<file path="src/rtl/seg7_pkg.sv">
// Shared constants for the 4-digit 7-segment scan driver.
// Segment codes are active-high {g,f,e,d,c,b,a}; output polarity is applied at the pin registers.
package seg7_pkg;

  localparam int unsigned NUM_DIGITS = 4;

  localparam logic [6:0] SEG_0    = 7'h3F;
  localparam logic [6:0] SEG_1    = 7'h06;
  localparam logic [6:0] SEG_2    = 7'h5B;
  localparam logic [6:0] SEG_3    = 7'h4F;
  localparam logic [6:0] SEG_4    = 7'h66;
  localparam logic [6:0] SEG_5    = 7'h6D;
  localparam logic [6:0] SEG_6    = 7'h7D;
  localparam logic [6:0] SEG_7    = 7'h07;
  localparam logic [6:0] SEG_8    = 7'h7F;
  localparam logic [6:0] SEG_9    = 7'h6F;
  localparam logic [6:0] SEG_DASH = 7'h40;
  localparam logic [6:0] SEG_OFF  = 7'h00;

  typedef logic [1:0] digit_idx_t;

  // Active-high one-hot digit enable for a scan position.
  function automatic logic [NUM_DIGITS-1:0] digit_onehot(input digit_idx_t idx);
    logic [NUM_DIGITS-1:0] oh;
    oh      = '0;
    oh[idx] = 1'b1;
    return oh;
  endfunction

endpackage

</file>
<file path="src/rtl/seg7_bcd_scan_driver_if.sv">
// Display-side bundle: BCD count and enable in, segment/anode pins and frame pulse out.
interface seg7_bcd_scan_driver_if;
  import seg7_pkg::*;

  logic [15:0]           bcdint;
  logic                  disp_en;
  logic [6:0]            seg;
  logic [NUM_DIGITS-1:0] an;
  logic                  frame_tick;

  modport master (
    output bcdint,
    output disp_en,
    input  seg,
    input  an,
    input  frame_tick
  );

  modport slave (
    input  bcdint,
    input  disp_en,
    output seg,
    output an,
    output frame_tick
  );
endinterface

</file>
<file path="src/rtl/seg7_decode.sv">
// Combinational BCD nibble to active-high 7-segment code; invalid BCD (10-15) shows a dash.
module seg7_decode
  import seg7_pkg::*;
(
  input  logic [3:0] nibble_i,
  output logic [6:0] seg_o
);

  always_comb begin
    seg_o = SEG_DASH;
    case (nibble_i)
      4'd0:    seg_o = SEG_0;
      4'd1:    seg_o = SEG_1;
      4'd2:    seg_o = SEG_2;
      4'd3:    seg_o = SEG_3;
      4'd4:    seg_o = SEG_4;
      4'd5:    seg_o = SEG_5;
      4'd6:    seg_o = SEG_6;
      4'd7:    seg_o = SEG_7;
      4'd8:    seg_o = SEG_8;
      4'd9:    seg_o = SEG_9;
      default: seg_o = SEG_DASH;
    endcase
  end

endmodule

</file>
<file path="src/rtl/seg7_bcd_scan_driver.sv">
// Resynchronises a packed-BCD count, freezes it per scan frame and multiplexes four digits.
// Define SEG7_LZ_BLANK_EN to blank leading zeros on the upper three digits.
module seg7_bcd_scan_driver
  import seg7_pkg::*;
#(
  parameter int unsigned CLK_HZ      = 50_000_000,
  parameter int unsigned DIGIT_HZ    = 1_000,
  parameter bit          SEG_ACT_LOW = 1'b1,
  parameter bit          AN_ACT_LOW  = 1'b1
) (
  input logic                    clk50,
  input logic                    sys_init_ctrl_n,
  seg7_bcd_scan_driver_if.slave  disp_io
);

  localparam int unsigned PRESCALE = CLK_HZ / DIGIT_HZ;
  localparam int unsigned CntW     = $clog2(PRESCALE);
  localparam logic [CntW-1:0]       CntMax = CntW'(PRESCALE - 1);
  localparam logic [6:0]            SegOff = SEG_ACT_LOW ? 7'h7F : 7'h00;
  localparam logic [NUM_DIGITS-1:0] AnOff  = AN_ACT_LOW ? '1 : '0;

  logic [15:0]           sync1_q, sync2_q, stable_q, disp_val_q;
  logic [15:0]           stable_d, disp_val_d;
  logic [CntW-1:0]       cnt_q, cnt_d;
  digit_idx_t            digit_idx_q, digit_idx_d;
  logic                  frame_tick_q, frame_tick_d;
  logic [NUM_DIGITS-1:0] an_q, an_d;
  logic [6:0]            seg_q, seg_d;

  logic                  scan_tick;
  logic                  frame_load;
  logic [3:0]            nibble;
  logic [6:0]            dec_seg;
  logic [6:0]            seg_hi;
  logic [NUM_DIGITS-1:0] an_hi;
  logic                  blank;

  seg7_decode u_decode (
    .nibble_i (nibble),
    .seg_o    (dec_seg)
  );

  always_comb begin
    scan_tick  = (cnt_q == CntMax);
    frame_load = scan_tick && (digit_idx_q == digit_idx_t'(NUM_DIGITS - 1));

    cnt_d        = scan_tick ? '0 : cnt_q + 1'b1;
    digit_idx_d  = scan_tick ? digit_idx_q + 2'd1 : digit_idx_q;
    frame_tick_d = frame_load;

    // Only accept a new count once two consecutive samples agree.
    stable_d   = (sync1_q == sync2_q) ? sync2_q : stable_q;
    disp_val_d = frame_load ? stable_q : disp_val_q;

    nibble = 4'(disp_val_q >> {digit_idx_q, 2'b00});
`ifdef SEG7_LZ_BLANK_EN
    // A digit is a leading zero when it and every digit above it are zero.
    blank = (digit_idx_q != '0) && ((disp_val_q >> {digit_idx_q, 2'b00}) == 16'h0000);
`else
    blank = 1'b0;
`endif
    seg_hi = blank ? SEG_OFF : dec_seg;
    an_hi  = digit_onehot(digit_idx_q);

    if (disp_io.disp_en) begin
      an_d  = AN_ACT_LOW ? ~an_hi : an_hi;
      seg_d = SEG_ACT_LOW ? ~seg_hi : seg_hi;
    end else begin
      an_d  = AnOff;
      seg_d = SegOff;
    end
  end

  always_ff @(posedge clk50 or negedge sys_init_ctrl_n) begin
    if (!sys_init_ctrl_n) begin
      sync1_q      <= 16'h0000;
      sync2_q      <= 16'h0000;
      stable_q     <= 16'h0000;
      disp_val_q   <= 16'h0000;
      cnt_q        <= '0;
      digit_idx_q  <= '0;
      frame_tick_q <= 1'b0;
      an_q         <= AnOff;
      seg_q        <= SegOff;
    end else begin
      sync1_q      <= disp_io.bcdint;
      sync2_q      <= sync1_q;
      stable_q     <= stable_d;
      disp_val_q   <= disp_val_d;
      cnt_q        <= cnt_d;
      digit_idx_q  <= digit_idx_d;
      frame_tick_q <= frame_tick_d;
      an_q         <= an_d;
      seg_q        <= seg_d;
    end
  end

  assign disp_io.seg        = seg_q;
  assign disp_io.an         = an_q;
  assign disp_io.frame_tick = frame_tick_q;

endmodule

</file>
<file path="src/flat_wrapper.sv">
// flat-port wrapper written by rule: the top's interface ports become plain ports
module seg7_bcd_scan_driver_flat import seg7_pkg::*;
#(
  parameter int unsigned CLK_HZ      = 50_000_000,
  parameter int unsigned DIGIT_HZ    = 1_000,
  parameter bit          SEG_ACT_LOW = 1'b1,
  parameter bit          AN_ACT_LOW  = 1'b1
)
  (clk50, sys_init_ctrl_n, disp_io_bcdint, disp_io_disp_en, disp_io_seg, disp_io_an, disp_io_frame_tick);
  seg7_bcd_scan_driver_if disp_io_i ();
  input logic clk50;
  input logic sys_init_ctrl_n;
  input wire logic [$bits(disp_io_i.bcdint)-1:0] disp_io_bcdint;
  input wire logic [$bits(disp_io_i.disp_en)-1:0] disp_io_disp_en;
  output wire logic [$bits(disp_io_i.seg)-1:0] disp_io_seg;
  output wire logic [$bits(disp_io_i.an)-1:0] disp_io_an;
  output wire logic [$bits(disp_io_i.frame_tick)-1:0] disp_io_frame_tick;
  assign disp_io_i.bcdint = disp_io_bcdint;
  assign disp_io_i.disp_en = disp_io_disp_en;
  assign disp_io_seg = disp_io_i.seg;
  assign disp_io_an = disp_io_i.an;
  assign disp_io_frame_tick = disp_io_i.frame_tick;
  seg7_bcd_scan_driver #(.CLK_HZ(CLK_HZ), .DIGIT_HZ(DIGIT_HZ), .SEG_ACT_LOW(SEG_ACT_LOW), .AN_ACT_LOW(AN_ACT_LOW)) u_core (.clk50(clk50), .sys_init_ctrl_n(sys_init_ctrl_n), .disp_io(disp_io_i));
endmodule
</file>
<file path="config.mk">
export PLATFORM = sky130hd
export DESIGN_NAME = seg7_bcd_scan_driver_flat
export DESIGN_NICKNAME = d
export VERILOG_FILES = /design/src/rtl/seg7_pkg.sv /design/src/rtl/seg7_bcd_scan_driver_if.sv /design/src/rtl/seg7_decode.sv /design/src/rtl/seg7_bcd_scan_driver.sv /design/src/flat_wrapper.sv
export SDC_FILE = /design/constraint.sdc
export NUM_CORES = 1
export LEC_CHECK = 0
export ABC_AREA = 1
export ABC_CLOCK_PERIOD_IN_PS = 1700
export BUFFER_PORTS_ARGS = -buffer_cell sky130_fd_sc_hd__buf_2
export CAP_MARGIN = 10
export CORE_MARGIN = 2
export CORE_UTILIZATION = 50
export DETAILED_ROUTE_END_ITERATION = 7
export PLACE_DENSITY = 0.71
export SYNTH_ARGS = -nofsm -noshare
export SYNTH_HDL_FRONTEND = slang
export SYNTH_SLANG_ARGS = --single-unit
</file>
<file path="constraint.sdc">
create_clock -name clk50 -period 1.7 [get_ports clk50]
set_clock_uncertainty 0.15 [all_clocks]
set_input_delay 0.34 -clock clk50 [delete_from_list [all_inputs] [get_ports clk50]]
set_output_delay 0.34 -clock clk50 [all_outputs]
set_load 0.02 [all_outputs]
</file>
After elaboration in Yosys (flattened, before gate mapping)
Memory sizes are Yosys's and may differ from the RTL's.
Index checks and enable logic that the tools add are counted.
{"block": "totals", "ff_bits": 94, "latchBits": 0, "ramBits": 0, "romBits": 112, "input_bits": 19, "out_inout_bits": 12, "word_cells": 27, "n_memories": 1}
{"name": "(no name shown)", "depth": 16, "word_bits": 7, "rd": 1, "rd_clocked_by_memory_dff": 0, "wr": 0, "line_no": "seg7_decode.sv:11", "text": "case (nibble_i)"}
{"block": "classes", "n_addsub": 2, "n_mul": 0, "n_div": 0, "n_lt_le_gt_ge": 2, "n_eq_ne": 3, "shift": 1, "muxes": 5, "bitwise_logic": 2, "n_reduce_logical": 2}
{"cell": "$add 16x1->16 const B", "count": 1}
{"cell": "$eq 16x16->1", "count": 1}
{"cell": "$eq 16x16->1 const B", "count": 1}
{"cell": "$mux 16", "count": 1}
{"cell": "$shr 16x4->4", "count": 1}
{"cell": "$mux 7", "count": 1}
{"cell": "$not 7->7", "count": 1}
{"cell": "$mux 4", "count": 1}
{"cell": "$not 4->4", "count": 1}
{"cell": "$lt 2x3->1 const B", "count": 1}
{"cell": "$add 2x1->2 const B", "count": 1}
{"cell": "$demux 1 s2", "count": 1}
{"cell": "$eq 2x2->1 const B", "count": 1}
{"cell": "$ge 2x1->1 const B", "count": 1}
{"cell": "$logic_and 1x1->1", "count": 2}
{"cell": "$mux 1", "count": 1}

Depth between registers and ports, before layout
{"block": "logic_depth", "depth_word": 6, "ltp_mapped": 10, "ltp_nobuf": 10}

Modules after synthesis
A second synthesis with hierarchy kept.
{"block": "unflattened", "cells_unflattened": 450, "hier_area_um2": 4010.1}
{"mod": "seg7_bcd_scan_driver", "instances": 1, "cells_each": 414, "area_each_um2": 3817.4, "seq_area_each_um2": 2366.0}
{"mod": "seg7_decode", "instances": 1, "cells_each": 36, "area_each_um2": 192.7, "seq_area_each_um2": 0.0}

Worst setup path before layout
Ideal clock, no wire load.
{"block": "synth_timing", "path_kind": "register to register", "startpoint": "register u_core.digit_idx_q[0]", "endpoint": "register u_core.seg_q[0] (netlist: u_core.disp_io.seg[0])", "setup_time_ps": 82, "arrival_time_ps": 1329, "required_ps": 1468, "slack_ps": 139, "stages_incl_launch_ff": 11, "n_path_buf": 1, "period_less_slack_ps": 1561, "path_cell_list": "dfrtp_1 -> buf_2 -> nand2_1 -> nand3_1 -> nand2_1 -> inv_1 -> ha_1 -> inv_1 -> nand2_1 -> o211ai_1 -> nand2_1"}
{"block": "synth_between", "elab_chain_cells": 4}
{"item": "from (decl)", "line_no": "seg7_bcd_scan_driver.sv:25", "text": "digit_idx_t digit_idx_q, digit_idx_d;"}
{"item": "from (signal assigned)", "line_no": "seg7_bcd_scan_driver.sv:91", "text": "digit_idx_q <= digit_idx_d;"}
{"item": "$shr 16x4->4", "line_no": "seg7_bcd_scan_driver.sv:55", "text": "nibble = 4'(disp_val_q >> {digit_idx_q, 2'b00});"}
{"item": "$mem_v2 16x7"}
{"item": "$not 7->7", "line_no": "seg7_bcd_scan_driver.sv:67", "text": "seg_d = SEG_ACT_LOW ? ~seg_hi : seg_hi;"}
{"item": "$mux 7", "line_no": "seg7_bcd_scan_driver.sv:65", "text": "if (disp_io.disp_en) begin"}
{"item": "net u_core.seg_d[0]", "line_no": "seg7_bcd_scan_driver.sv:28", "text": "logic [6:0] seg_q, seg_d;"}
{"item": "to (signal assigned)", "line_no": "seg7_bcd_scan_driver.sv:84", "text": "seg_q <= SegOff;"}
{"item": "to (signal assigned)", "line_no": "seg7_bcd_scan_driver.sv:94", "text": "seg_q <= seg_d;"}
{"item": "to (decl)", "line_no": "seg7_bcd_scan_driver.sv:28"}
The timed path passes the listed nets, and every way through them passes these cells.
A chain may end at the register's enable or synchronous reset.

Final worst setup path
{"block": "layout_timing", "startpoint": "register u_core.digit_idx_q[0]", "endpoint": "register u_core.seg_q[2] (netlist: u_core.disp_io.seg[2])"}
Same word-level chain as after synthesis.

==> run metrics <==
max_cap viols=0; Critical Path Start Type=flop; Req. time, crit path=1830 ps; global placer's final weighted congestion=0.907; most frequent cells in the layout=nand2_1 (159), dfrtp_1 (82), inv_1 (53); Root Buffer Master=clkbuf_8; TritonCTS clock tree=yes; Crit. End Element=flop; main flop type after synthesis=dfrtp_1; IO Port Bufs=30; initial core utilization=0.519; worst skew pair latency=360 ps; DR vias=3,019; largest family of logic cells by synthesized area=simple AND/OR/NAND/NOR gates; fin nets=568; Fmax=0.602 GHz; Worst slew margin=0.799; Hold Violations, Final=0; Yosys cell types=26; Overflow after GRT=0; Adder-Cell Fraction of Synth Area=0.0310; Min-Delay Path Class=primary input to flop; sequential fraction of the synthesis area=0.587; Antenna Cells=0; Synth Area in Compound Gates=0.0382; clk sinks=94; first-pass GRT wire length=around 12,000 um; critical path arrival=1800 ps; CP max FO=9; mapped cell area=0.00403 sq mm; Reg clk slew, reported paths=~90 ps; Via density=between 4 and 5; fin cells=roughly 650; largest net degree at the start of global routing=40; Area Overhead vs Synth=23.1%; yosys warns=0; full die area=between 0.008 and 0.009 sq mm; Synthesized Nets=486; GRT Total Usage=0.173; drt wl/cell=10.9 um; Core Box Area=0.00777 sq mm; P_leak=between 2 and 3 nW; Post-Synth Simple-Gate Area=0.261; initial antenna violation count=0; Die Y=around 94 um; Fillers=645; Max IR drop VDD=roughly 690 uV; commonest non-fill, non-tap cell in the layout=nand2_1; syn avg cell area=8.82 sq um; post-synthesis register bit count=94; HPWL after DPL=4790 um; Die X-Extent=93.8 um; Post-synth EDFFs=0; Clock H-tree levels=3; ys async rst share=1.00; status=complete, no violations; Setup-failing EPs final=0; placed insts=598; multiplexer share of the synthesized area=0; period utilisation layout=0.977; IO Count=31; antenna-violating nets left=0; DRT Pass-1 Iters=4; Crit Path Category=flop to flop; CTS buffer count=9; Worst-Margin Slew=302 ps; synthesized instance count=457; Period minus WS final=1660 ps; Worst Hold Margin=14.1 ps; Longest Clk Path Bufs=2; post-synthesis xor/xnor area fraction=0.0130; pwr/cell area=roughly 790 mW/mm^2; total routed wirelength=7060 um; Pwr Total=about 0.0039 W; vias in the first global route=2,984; # DRC=0; Site Rows=32; Slew Limit Fails=0; Iter 0 DRT Violations=103; share of layout cells above drive strength 1=0.217
==> per-stage QoR <==
| step | setup TNS (ps) | setup WS [ps] | area [sq um] | util |
|---|---|---|---|---|
| 2_1_floorplan | 0 | 139 | 4030 | - |
| 3_3_place_gp | 0 | 48.9 | 4390 | 0.565 |
| 3_5_place_dp | -234 | -36.6 | 4390 | 0.565 |
| 4_1_cts | 0 | 3.21 | 4760 | 0.613 |
| 5_1_grt | -150 | -33.1 | 4960 | 0.639 |
| 6_report | 0 | 38.5 | 4960 | 0.639 |
==> cell families after synthesis <==
logic type	after synthesis
compound gates	29
flops	94
simple gates	251
xor+xnor	6
buf+inv	67
fa+ha+maj	10
==> cell usage after synthesis (2+ instances only) <==
| cell | count | area [sq um] |
|---|---|---|
| ha_1 | 10 | 125 |
| nand4_1 | 5 | 31.3 |
| xor2_1 | 6 | 52.6 |
| o21ai_1 | 15 | 75.1 |
| buf_6 | 3 | 33.8 |
| nor3_1 | 3 | 15.0 |
| o211ai_1 | 2 | 15.0 |
| dfstp_2 | 11 | 289 |
| dfrtp_1 | 83 | 2080 |
| nand3_1 | 31 | 155 |
| nor2_8 | 2 | 40.0 |
| nand2_2 | 2 | 12.5 |
| nand2_1 | 165 | 619 |
| nor2_1 | 40 | 150 |
| a21oi_1 | 2 | 10.0 |
| inv_1 | 55 | 206 |
| o21ai_0 | 9 | 45.0 |
| inv_2 | 4 | 15.0 |
| buf_2 | 2 | 10.0 |
==> registers in the layout, summed over array words and instances (netlist names) <==
| name | cells |
|---|---|
| u_core.digit_idx_q | 2 |
| u_core.disp_io.frame_tick | 1 |
| u_core.sync2_q | 16 |
| u_core.stable_q | 16 |
| u_core.cnt_q | 16 |
| u_core.sync1_q | 16 |
| u_core.disp_val_q | 16 |
| u_core.disp_io.an | 4 |
| u_core.disp_io.seg | 7 |
==> path summary, 6_finish.rpt <==
| path | slack, ps | from | cells past startpoint | to |
|---|---|---|---|---|
| max | 40 | u_core.digit_idx_q[0] | 8 | u_core.disp_io.seg[2] |
| min | 10 | disp_io_disp_en | 2 | u_core.disp_io.an[1] |
| max reg2reg | 40 | u_core.digit_idx_q[0] | 8 | u_core.disp_io.seg[2] |
| min reg2reg | 260 | u_core.sync1_q[8] | 0 | u_core.sync2_q[8] |
| max in group asynchronous | 580 | sys_init_ctrl_n | 3 | u_core.disp_io.seg[6] |
| min in group asynchronous | 260 | sys_init_ctrl_n | 2 | u_core.sync2_q[14] |
==> timing repair <==
action | in CTS | in global routing
buffers inserted | 1 | 11
resized for setup | 3 | 36
endpoints found under the hold margin | 36 | 0
hold buffers | 17 | 0
gates cloned | 0 | 3
endpoints found under the setup margin | 18 | 44
pin swaps | 1 | 10
==> per-layer routing <==
| metal | global-route usage | part of all wire | vias up |
|---|---|---|---|
| met1 | 0.212 | 0.45 | 1395 |
| met4 | 0.0713 | 0.019 | 0 |
| li1 | - | - | 1562 |
| met3 | 0.0273 | 0.035 | 11 |
| met5 | 0 | 0 | - |
| met2 | 0.304 | 0.50 | 51 |
==> final cells by class <==
class	instances	area, sq um	share of cell area
clock buffers	10	138	0.0277
clock inverters	6	51.3	0.0103
inverters	59	226	0.0456
multi-input cells	296	1450	0.292
flip-flops and latches	94	2370	0.477
well taps	102	128	0.0257
repair buffers	79	602	0.121
==> critical path: stages, from the launching register on <==
cell and delay, ps:
dfrtp_2 470, buf_6 140, buf_4 130, nand2_1 70
nand3_1 140, nand2_4 140, nand2_1 100, a21oi_4 180
nand2_1 80
==> report_power, final <==
group | total (W) | leakage (nW) | switching (W) | internal, W
registers | 0.00232 | 1.19 | 0.0000315 | 0.00229
clock network | 0.00139 | 0.0939 | 0.000801 | 0.000593
logic | 0.000187 | 1.50 | 0.000106 | 0.0000810
total | 0.00390 | 2.78 | 0.000938 | 0.00296
No activity file was read; power rests on OpenSTA's default activity.
